### src/rtl/datapath_pkg.sv
`default_nettype none
// ============================================================================
// Module      : datapath_pkg
// Description : Shared constants for the pipelined datapath. Holds the
//               default data/register-file sizes and the 4-bit ALU opcodes
//               produced by the control unit.
// Revision    : 1.0 - initial release
// ============================================================================
package datapath_pkg;

  localparam int XLEN_DEFAULT     = 32;
  localparam int NUM_REGS_DEFAULT = 32;

  localparam logic [3:0] ALU_AND = 4'b0000;
  localparam logic [3:0] ALU_OR  = 4'b0001;
  localparam logic [3:0] ALU_ADD = 4'b0010;
  localparam logic [3:0] ALU_SUB = 4'b0011;
  localparam logic [3:0] ALU_XOR = 4'b0100;
  localparam logic [3:0] ALU_SLT = 4'b0101;
  localparam logic [3:0] ALU_SLL = 4'b0110;
  localparam logic [3:0] ALU_SRL = 4'b0111;
  localparam logic [3:0] ALU_SRA = 4'b1000;

endpackage
`default_nettype wire

### src/rtl/datapath_regfile.sv
`default_nettype none
// ============================================================================
// Module      : datapath_regfile
// Description : NUM_REGS x XLEN register file. Two read ports and one debug
//               read port, one write port. Entry 0 always reads zero and
//               ignores writes. Both operand read ports are write-first: a
//               write landing on the same edge is visible to the reader.
// Ports       : clock, reset (async active-low)
//               we, waddr, wdata            write port
//               raddr1/rdata1, raddr2/rdata2 operand read ports (bypassed)
//               dbg_addr/dbg_data           debug read port (array only)
// Revision    : 1.0 - initial release
// ============================================================================
module datapath_regfile #(
  parameter int XLEN     = 32,
  parameter int NUM_REGS = 32,
  parameter int ADDR_W   = $clog2(NUM_REGS)
) (
  input  logic              clock,
  input  logic              reset,
  input  logic              we,
  input  logic [ADDR_W-1:0] waddr,
  input  logic [XLEN-1:0]   wdata,
  input  logic [ADDR_W-1:0] raddr1,
  output logic [XLEN-1:0]   rdata1,
  input  logic [ADDR_W-1:0] raddr2,
  output logic [XLEN-1:0]   rdata2,
  input  logic [ADDR_W-1:0] dbg_addr,
  output logic [XLEN-1:0]   dbg_data
);

  logic [XLEN-1:0] regs_q [NUM_REGS];
  logic [XLEN-1:0] regs_d [NUM_REGS];
  logic            wr_live;

  // A write to x0 is discarded here, so nothing downstream needs to care.
  assign wr_live = we && (waddr != '0);

  always_comb begin
    regs_d = regs_q;
    if (wr_live) begin
      regs_d[waddr] = wdata;
    end
    regs_d[0] = '0;
  end

  always_ff @(posedge clock or negedge reset) begin
    if (!reset) begin
      for (int i = 0; i < NUM_REGS; i++) begin
        regs_q[i] <= '0;
      end
    end else begin
      regs_q <= regs_d;
    end
  end

  // Write-first: the value being written this edge wins over the stored one.
  assign rdata1   = (wr_live && (waddr == raddr1)) ? wdata : regs_q[raddr1];
  assign rdata2   = (wr_live && (waddr == raddr2)) ? wdata : regs_q[raddr2];
  assign dbg_data = regs_q[dbg_addr];

endmodule
`default_nettype wire

### src/rtl/pipelined_datapath.sv
`default_nettype none
// ============================================================================
// Module      : pipelined_datapath
// Description : Two-stage (ID/EX, EX/WB) register-file + ALU datapath.
//               Operands are resolved at issue: x0 -> 0, optional EX-stage
//               forward of the live ALU result, write-first bypass from the
//               writeback stage, otherwise the register file. Results appear
//               on wb_* two clocks after issue and are written back on the
//               following edge.
// Config      : DATAPATH_FORWARD_EN - when defined, adds the EX->ID forward so
//               distance-1 dependencies need no stall.
// Ports       : clock, reset (async active-low)
//               in_valid, rs1, rs2, rd, imm, alu_src_imm,
//               alu_control_signal, regwrite_control_signal  issue fields
//               out_valid, wb_rd, wb_data, zero_flag         EX/WB result
//               dbg_addr, dbg_data                           debug read
// Revision    : 1.0 - initial release
// ============================================================================
module pipelined_datapath
  import datapath_pkg::*;
#(
  parameter  int XLEN       = XLEN_DEFAULT,
  parameter  int NUM_REGS   = NUM_REGS_DEFAULT,
  localparam int REG_ADDR_W = $clog2(NUM_REGS)
) (
  input  logic                  clock,
  input  logic                  reset,
  input  logic                  in_valid,
  input  logic [REG_ADDR_W-1:0] rs1,
  input  logic [REG_ADDR_W-1:0] rs2,
  input  logic [REG_ADDR_W-1:0] rd,
  input  logic [XLEN-1:0]       imm,
  input  logic                  alu_src_imm,
  input  logic [3:0]            alu_control_signal,
  input  logic                  regwrite_control_signal,
  output logic                  out_valid,
  output logic [REG_ADDR_W-1:0] wb_rd,
  output logic [XLEN-1:0]       wb_data,
  output logic                  zero_flag,
  input  logic [REG_ADDR_W-1:0] dbg_addr,
  output logic [XLEN-1:0]       dbg_data
);

  localparam int SHAMT_W = $clog2(XLEN);

  // ID/EX stage
  logic                  idex_valid_q,    idex_valid_d;
  logic                  idex_regwrite_q, idex_regwrite_d;
  logic [REG_ADDR_W-1:0] idex_rd_q,       idex_rd_d;
  logic [3:0]            idex_op_q,       idex_op_d;
  logic [XLEN-1:0]       idex_a_q,        idex_a_d;
  logic [XLEN-1:0]       idex_b_q,        idex_b_d;

  // EX/WB stage
  logic                  exwb_valid_q,    exwb_valid_d;
  logic                  exwb_regwrite_q, exwb_regwrite_d;
  logic [REG_ADDR_W-1:0] exwb_rd_q,       exwb_rd_d;
  logic [XLEN-1:0]       exwb_data_q,     exwb_data_d;
  logic                  zero_q,          zero_d;

  logic [XLEN-1:0]       rf_rdata1;
  logic [XLEN-1:0]       rf_rdata2;
  logic [XLEN-1:0]       op_a;
  logic [XLEN-1:0]       op_b_reg;
  logic [XLEN-1:0]       alu_result;
  logic [SHAMT_W-1:0]    shamt;

  // --------------------------------------------------------------------------
  // Register file; the WB-stage bypass lives inside its read ports.
  // --------------------------------------------------------------------------
  datapath_regfile #(
    .XLEN     (XLEN),
    .NUM_REGS (NUM_REGS),
    .ADDR_W   (REG_ADDR_W)
  ) u_regfile (
    .clock    (clock),
    .reset    (reset),
    .we       (exwb_valid_q && exwb_regwrite_q),
    .waddr    (exwb_rd_q),
    .wdata    (exwb_data_q),
    .raddr1   (rs1),
    .rdata1   (rf_rdata1),
    .raddr2   (rs2),
    .rdata2   (rf_rdata2),
    .dbg_addr (dbg_addr),
    .dbg_data (dbg_data)
  );

  // --------------------------------------------------------------------------
  // ALU on the ID/EX operands
  // --------------------------------------------------------------------------
  assign shamt = idex_b_q[SHAMT_W-1:0];

  always_comb begin
    alu_result = '0;
    case (idex_op_q)
      ALU_AND: alu_result = idex_a_q & idex_b_q;
      ALU_OR:  alu_result = idex_a_q | idex_b_q;
      ALU_ADD: alu_result = idex_a_q + idex_b_q;
      ALU_SUB: alu_result = idex_a_q - idex_b_q;
      ALU_XOR: alu_result = idex_a_q ^ idex_b_q;
      ALU_SLT: alu_result = {{(XLEN-1){1'b0}}, ($signed(idex_a_q) < $signed(idex_b_q))};
      ALU_SLL: alu_result = idex_a_q << shamt;
      ALU_SRL: alu_result = idex_a_q >> shamt;
      ALU_SRA: alu_result = $unsigned($signed(idex_a_q) >>> shamt);
      default: alu_result = '0;
    endcase
  end

  // --------------------------------------------------------------------------
  // Operand resolution. Later assignments override earlier ones, so the
  // statement order below runs lowest priority first.
  // --------------------------------------------------------------------------
`ifdef DATAPATH_FORWARD_EN
  logic ex_can_fwd;
  assign ex_can_fwd = idex_valid_q && idex_regwrite_q && (idex_rd_q != '0);
`endif

  always_comb begin
    op_a     = rf_rdata1;
    op_b_reg = rf_rdata2;
`ifdef DATAPATH_FORWARD_EN
    if (ex_can_fwd && (idex_rd_q == rs1)) op_a     = alu_result;
    if (ex_can_fwd && (idex_rd_q == rs2)) op_b_reg = alu_result;
`endif
    if (rs1 == '0) op_a     = '0;
    if (rs2 == '0) op_b_reg = '0;
  end

  // --------------------------------------------------------------------------
  // Next-state for both pipeline stages
  // --------------------------------------------------------------------------
  always_comb begin
    idex_valid_d    = in_valid;
    idex_regwrite_d = in_valid && regwrite_control_signal;
    idex_rd_d       = rd;
    idex_op_d       = alu_control_signal;
    idex_a_d        = op_a;
    idex_b_d        = alu_src_imm ? imm : op_b_reg;

    exwb_valid_d    = idex_valid_q;
    exwb_regwrite_d = idex_regwrite_q;
    exwb_rd_d       = idex_rd_q;
    exwb_data_d     = alu_result;
    zero_d          = (alu_result == '0);
  end

  always_ff @(posedge clock or negedge reset) begin
    if (!reset) begin
      idex_valid_q    <= 1'b0;
      idex_regwrite_q <= 1'b0;
      idex_rd_q       <= '0;
      idex_op_q       <= '0;
      idex_a_q        <= '0;
      idex_b_q        <= '0;
      exwb_valid_q    <= 1'b0;
      exwb_regwrite_q <= 1'b0;
      exwb_rd_q       <= '0;
      exwb_data_q     <= '0;
      zero_q          <= 1'b1;
    end else begin
      idex_valid_q    <= idex_valid_d;
      idex_regwrite_q <= idex_regwrite_d;
      idex_rd_q       <= idex_rd_d;
      idex_op_q       <= idex_op_d;
      idex_a_q        <= idex_a_d;
      idex_b_q        <= idex_b_d;
      exwb_valid_q    <= exwb_valid_d;
      exwb_regwrite_q <= exwb_regwrite_d;
      exwb_rd_q       <= exwb_rd_d;
      exwb_data_q     <= exwb_data_d;
      zero_q          <= zero_d;
    end
  end

  assign out_valid = exwb_valid_q;
  assign wb_rd     = exwb_rd_q;
  assign wb_data   = exwb_data_q;
  assign zero_flag = zero_q;

endmodule
`default_nettype wire

### config.mk
export PLATFORM = sky130hd
export DESIGN_NAME = pipelined_datapath
export DESIGN_NICKNAME = d
export VERILOG_FILES = /design/src/rtl/datapath_pkg.sv /design/src/rtl/datapath_regfile.sv /design/src/rtl/pipelined_datapath.sv
export SDC_FILE = /design/constraint.sdc
export NUM_CORES = 2
export LEC_CHECK = 0
export ABC_CLOCK_PERIOD_IN_PS = 6000
export CORE_MARGIN = 8
export CORE_UTILIZATION = 30
export CTS_CLUSTER_SIZE = 25
export DETAILED_ROUTE_END_ITERATION = 8
export PLACE_DENSITY = 0.41
export SYNTH_ARGS = -nofsm -noshare
export SYNTH_HDL_FRONTEND = slang
export SYNTH_SLANG_ARGS = --single-unit
### constraint.sdc
create_clock -name clock -period 6 [get_ports clock]
set_input_delay 1.2 -clock clock [delete_from_list [all_inputs] [get_ports clock]]
set_output_delay 1.2 -clock clock [all_outputs]
set_load 0.02 [all_outputs]
==> qor.txt <==
Routed len/inst - 36.2 um
Post-synth ARST share - 100%
Via count - 54,200
Pwr/cell area - 256 mW/mm2
TritonRoute pass-1 iters - 6
Slew @ Worst Pin - 1350 ps
Antenna violations before repair - 20
Count of pins over their slew limit - 0
Largest net degree at the start of global routing - 126
Layout fillers - 24,100
FF+latch area - 0.0277 mm2
Critical path origin - idex_op_q[2]$_DFF_PN0_
Hold Crit Class - input port to async pin
Clock skew - 57.6 ps
Tmin final - 5530 ps
Total clock buffers created by CTS - 147
Pwr Total - 22.0 mW
Status - finished clean
Clk sinks - 1,107
Vias in the first global route - 55,400
Number of synthesized flops with an enable pin - 0
Reg2reg start - idex_op_q[2]$_DFF_PN0_
Max clock buf depth - 3
Row count - 183
Setup WS pre-CTS - 606 ps
Area Growth Syn to Fin - 15.1%
Synthesized area per cell - 13.5 um2
Via-per-instance ratio - 6.06
FF+latch count, synth - 1,107
Xor/xnor cell area share of the yosys netlist - 0.246%
Final GP Congestion - 0.951
Post-Synthesis Cells - 5,523
Syn Std Cell Area - 0.0747 mm2
Syn_nets - 5,688
Worst Path Required - 6690 ps
Worst Path Class, Setup - flip-flop to flip-flop
Final hold vios - 0
CP Data Arrival Time - 6220 ps
CP Capture Type - flip-flop
Core ar. - 0.248 mm2
Hpwl dp - 208 mm
Final period util - 92.2%
R2R depth - 11
Crit path launch type - flip-flop
Netlist cell types - 95
CTS tree - yes
R2R Path End - zero_flag$_DFF_PN1_
Hold buffer count at cts - 0
Fmax - 181 MHz
Flop2flop setup slack - 470 ps
DR iter-0 viols - 5,146
Number of port buffers - 131
Cts repair resizes - 0
Max VDD drop - 296 uV
Sum of negative setup slack - 0 ps
Clk_lat worst skew - 820 ps
Gr usage total - 23.9%
Die extent in y - 515 um
Ratio of cells with drive above 1 in the final layout - 47.9%
Final setup viols - 0
Postcts setup bufs - 0
CP endpoint - zero_flag$_DFF_PN1_
Final WL - 324 mm
Clock transition at path regs - 60 ps
Drt drc - 0
IO Count - 132
Global route overflow - 0
Max-cap violations - 0
Top FF cell, synth - dfrtp_1
Layout Nets - 5,653
Slew Limit Headroom - 7.48%
Post-synthesis mux area share - 45.8%
Register area share after synthesis - 37.1%
ANT nets after route - 0
Worst Slack Setup Final - 470 ps
Largest family of logic cells by synthesized area - multiplexers
Die footprint - 0.265 mm2
Post-Synth Adder-Cell Area - 1.76%
H-tree Lvls - 4
Initial Util - 30.1%
Synth Area in Compound Gates - 7.24%
Post-layout util - 34.6%
Yosys warning count - 0
CTS root buf - clkbuf_16
Critical path peak fanout - 13
Area of the multi-input gates - 0.0446 mm2
Static Leak - 36.6 nW
Post-synthesis simple-gate area fraction - 4.18%
RSZ-0062 raised after global routing - no
First-pass GRT wire length - 456 mm
Chip width - 515 um
## how the worst min path moves through the flow
stage	end	cells after the start	startpoint	slack [ps]
3_3_place_gp	out_valid$_DFF_PN0_	0	exwb_valid_d$_DFF_PN0_	340
3_5_place_dp	out_valid$_DFF_PN0_	0	exwb_valid_d$_DFF_PN0_	330
6_report	u_regfile.regs_q[162]$_DFFE_PN0P_	1	reset	340
2_1_floorplan	exwb_regwrite_q$_DFF_PN0_	0	exwb_regwrite_d$_DFF_PN0_	330
4_1_cts	u_regfile.regs_q[865]$_DFFE_PN0P_	1	reset	350
5_1_grt	u_regfile.regs_q[162]$_DFFE_PN0P_	1	reset	350
## metal layers
| layer | wire [um] | up-vias | global-route usage [%] |
|---|---|---|---|
| met1 | 142000 | 29700 | 33.1 |
| li1 | - | 21800 | - |
| met3 | 21300 | 526 | 4.66 |
| met4 | 12500 | 0 | 8.05 |
| met2 | 148000 | 2121 | 37.6 |
| met5 | 0 | - | 0 |
## cell families (layout without fill, tap and decap cells)
family,Yosys count,count (layout)
AO/OA/AOI/OAI,772,772
XOR/XNOR,21,21
adder cells (fa/ha/maj),104,104
buffers and inverters,691,772
flip-flops,1107,1107
multiplexers,2181,2181
other,0,7
AND/OR/NAND/NOR,647,647
## cell usage in the layout, fill, tap and decap left out, drive strengths merged, types with 11 or more instances in the layout
cell type	netlist	layout
mux2	1177	1177
dfrtp	1106	1106
mux4	870	870
buf	187	323
nand2	215	215
clkbuf	408	213
nor2	176	176
o21ai	166	166
a21oi	142	142
mux2i	134	134
ha	102	102
inv	96	102
clkdlybuf4s50	0	88
a22o	68	68
a2111oi	47	47
a221oi	46	46
nand3	44	44
clkinv	0	33
a211oi	32	32
nor3	27	27
a31oi	25	25
o211ai	25	25
a22oi	25	25
nor2b	25	25
o22ai	23	23
nand2b	22	22
o221ai	18	18
nand4	17	17
or4	16	16
nor4	16	16
a21o	15	15
xnor2	15	15
o31ai	14	14
and2	14	14
o21bai	14	14
and3	13	13
a221o	13	13
a211o	12	12
o21a	11	11
bufinv	0	11
## registers in the layout, summed over array words and instances (netlist names), 4 cells and up
name / count
u_regfile.regs_q: 992
idex_a_q: 32
idex_b_q: 32
wb_data: 32
wb_rd: 5
idex_op_q: 4
exwb_rd_d: 5
## area by class of cell
cell class / instances / area share [%]
sequential: 1107 / 32.2
inverter: 96 / 0.419
multi-input combinational: 3725 / 51.9
timing repair buffer: 411 / 4.66
clock inverter: 52 / 0.914
antenna: 7 / 0.0204
clock buffer: 213 / 5.01
tap: 3330 / 4.85
## Yosys cell counts (17+ instances only)
| master | number | area, um2 |
|---|---|---|
| mux2_2 | 1174 | 13200 |
| dfrtp_1 | 1106 | 27700 |
| mux4_2 | 870 | 19600 |
| clkbuf_1 | 408 | 1530 |
| nand2_1 | 215 | 807 |
| nor2_1 | 175 | 657 |
| o21ai_0 | 162 | 811 |
| a21oi_1 | 142 | 711 |
| buf_1 | 139 | 522 |
| mux2i_1 | 133 | 1330 |
| ha_1 | 102 | 1280 |
| inv_1 | 95 | 357 |
| a22o_1 | 68 | 596 |
| a2111oi_0 | 45 | 394 |
| a221oi_1 | 44 | 385 |
| nand3_1 | 44 | 220 |
| a211oi_1 | 32 | 240 |
| nor3_1 | 26 | 130 |
| a22oi_1 | 25 | 188 |
| a31oi_1 | 25 | 156 |
| buf_2 | 25 | 125 |
| nor2b_1 | 25 | 156 |
| o211ai_1 | 25 | 188 |
| o22ai_1 | 23 | 144 |
| nand2b_1 | 21 | 131 |
| o221ai_1 | 18 | 158 |
| nand4_1 | 17 | 106 |
## stage by stage
stage          std cells  hold slack (ps)  instance area [um2]
2_1_floorplan       5523              331                74700
3_3_place_gp        8669              336                80800
3_5_place_dp        8669              335                80800
4_1_cts             8934              347                85900
5_1_grt             8936              349                85900
6_report            8941              343                86000
## critical path, stage by stage (launching register included)
cell       delay (ps)
dfrtp_1           840
or4b_2            480
nand2_1           290
a32o_1            330
a311oi_2          350
nand2_1            90
a2111oi_0        1160
o211ai_1          240
or4_1             590
or4_1             400
or4_1             430
nor4_2            230
## where the power goes
group	leakage (nW)	internal, mW	switching [mW]	total (mW)
logic	19.0	1.81	2.48	4.29
clock network	2.50	5.51	3.77	9.28
registers	15.2	7.94	0.487	8.42
total	36.6	15.3	6.74	22.0
No activity file was read; power rests on OpenSTA's default activity.
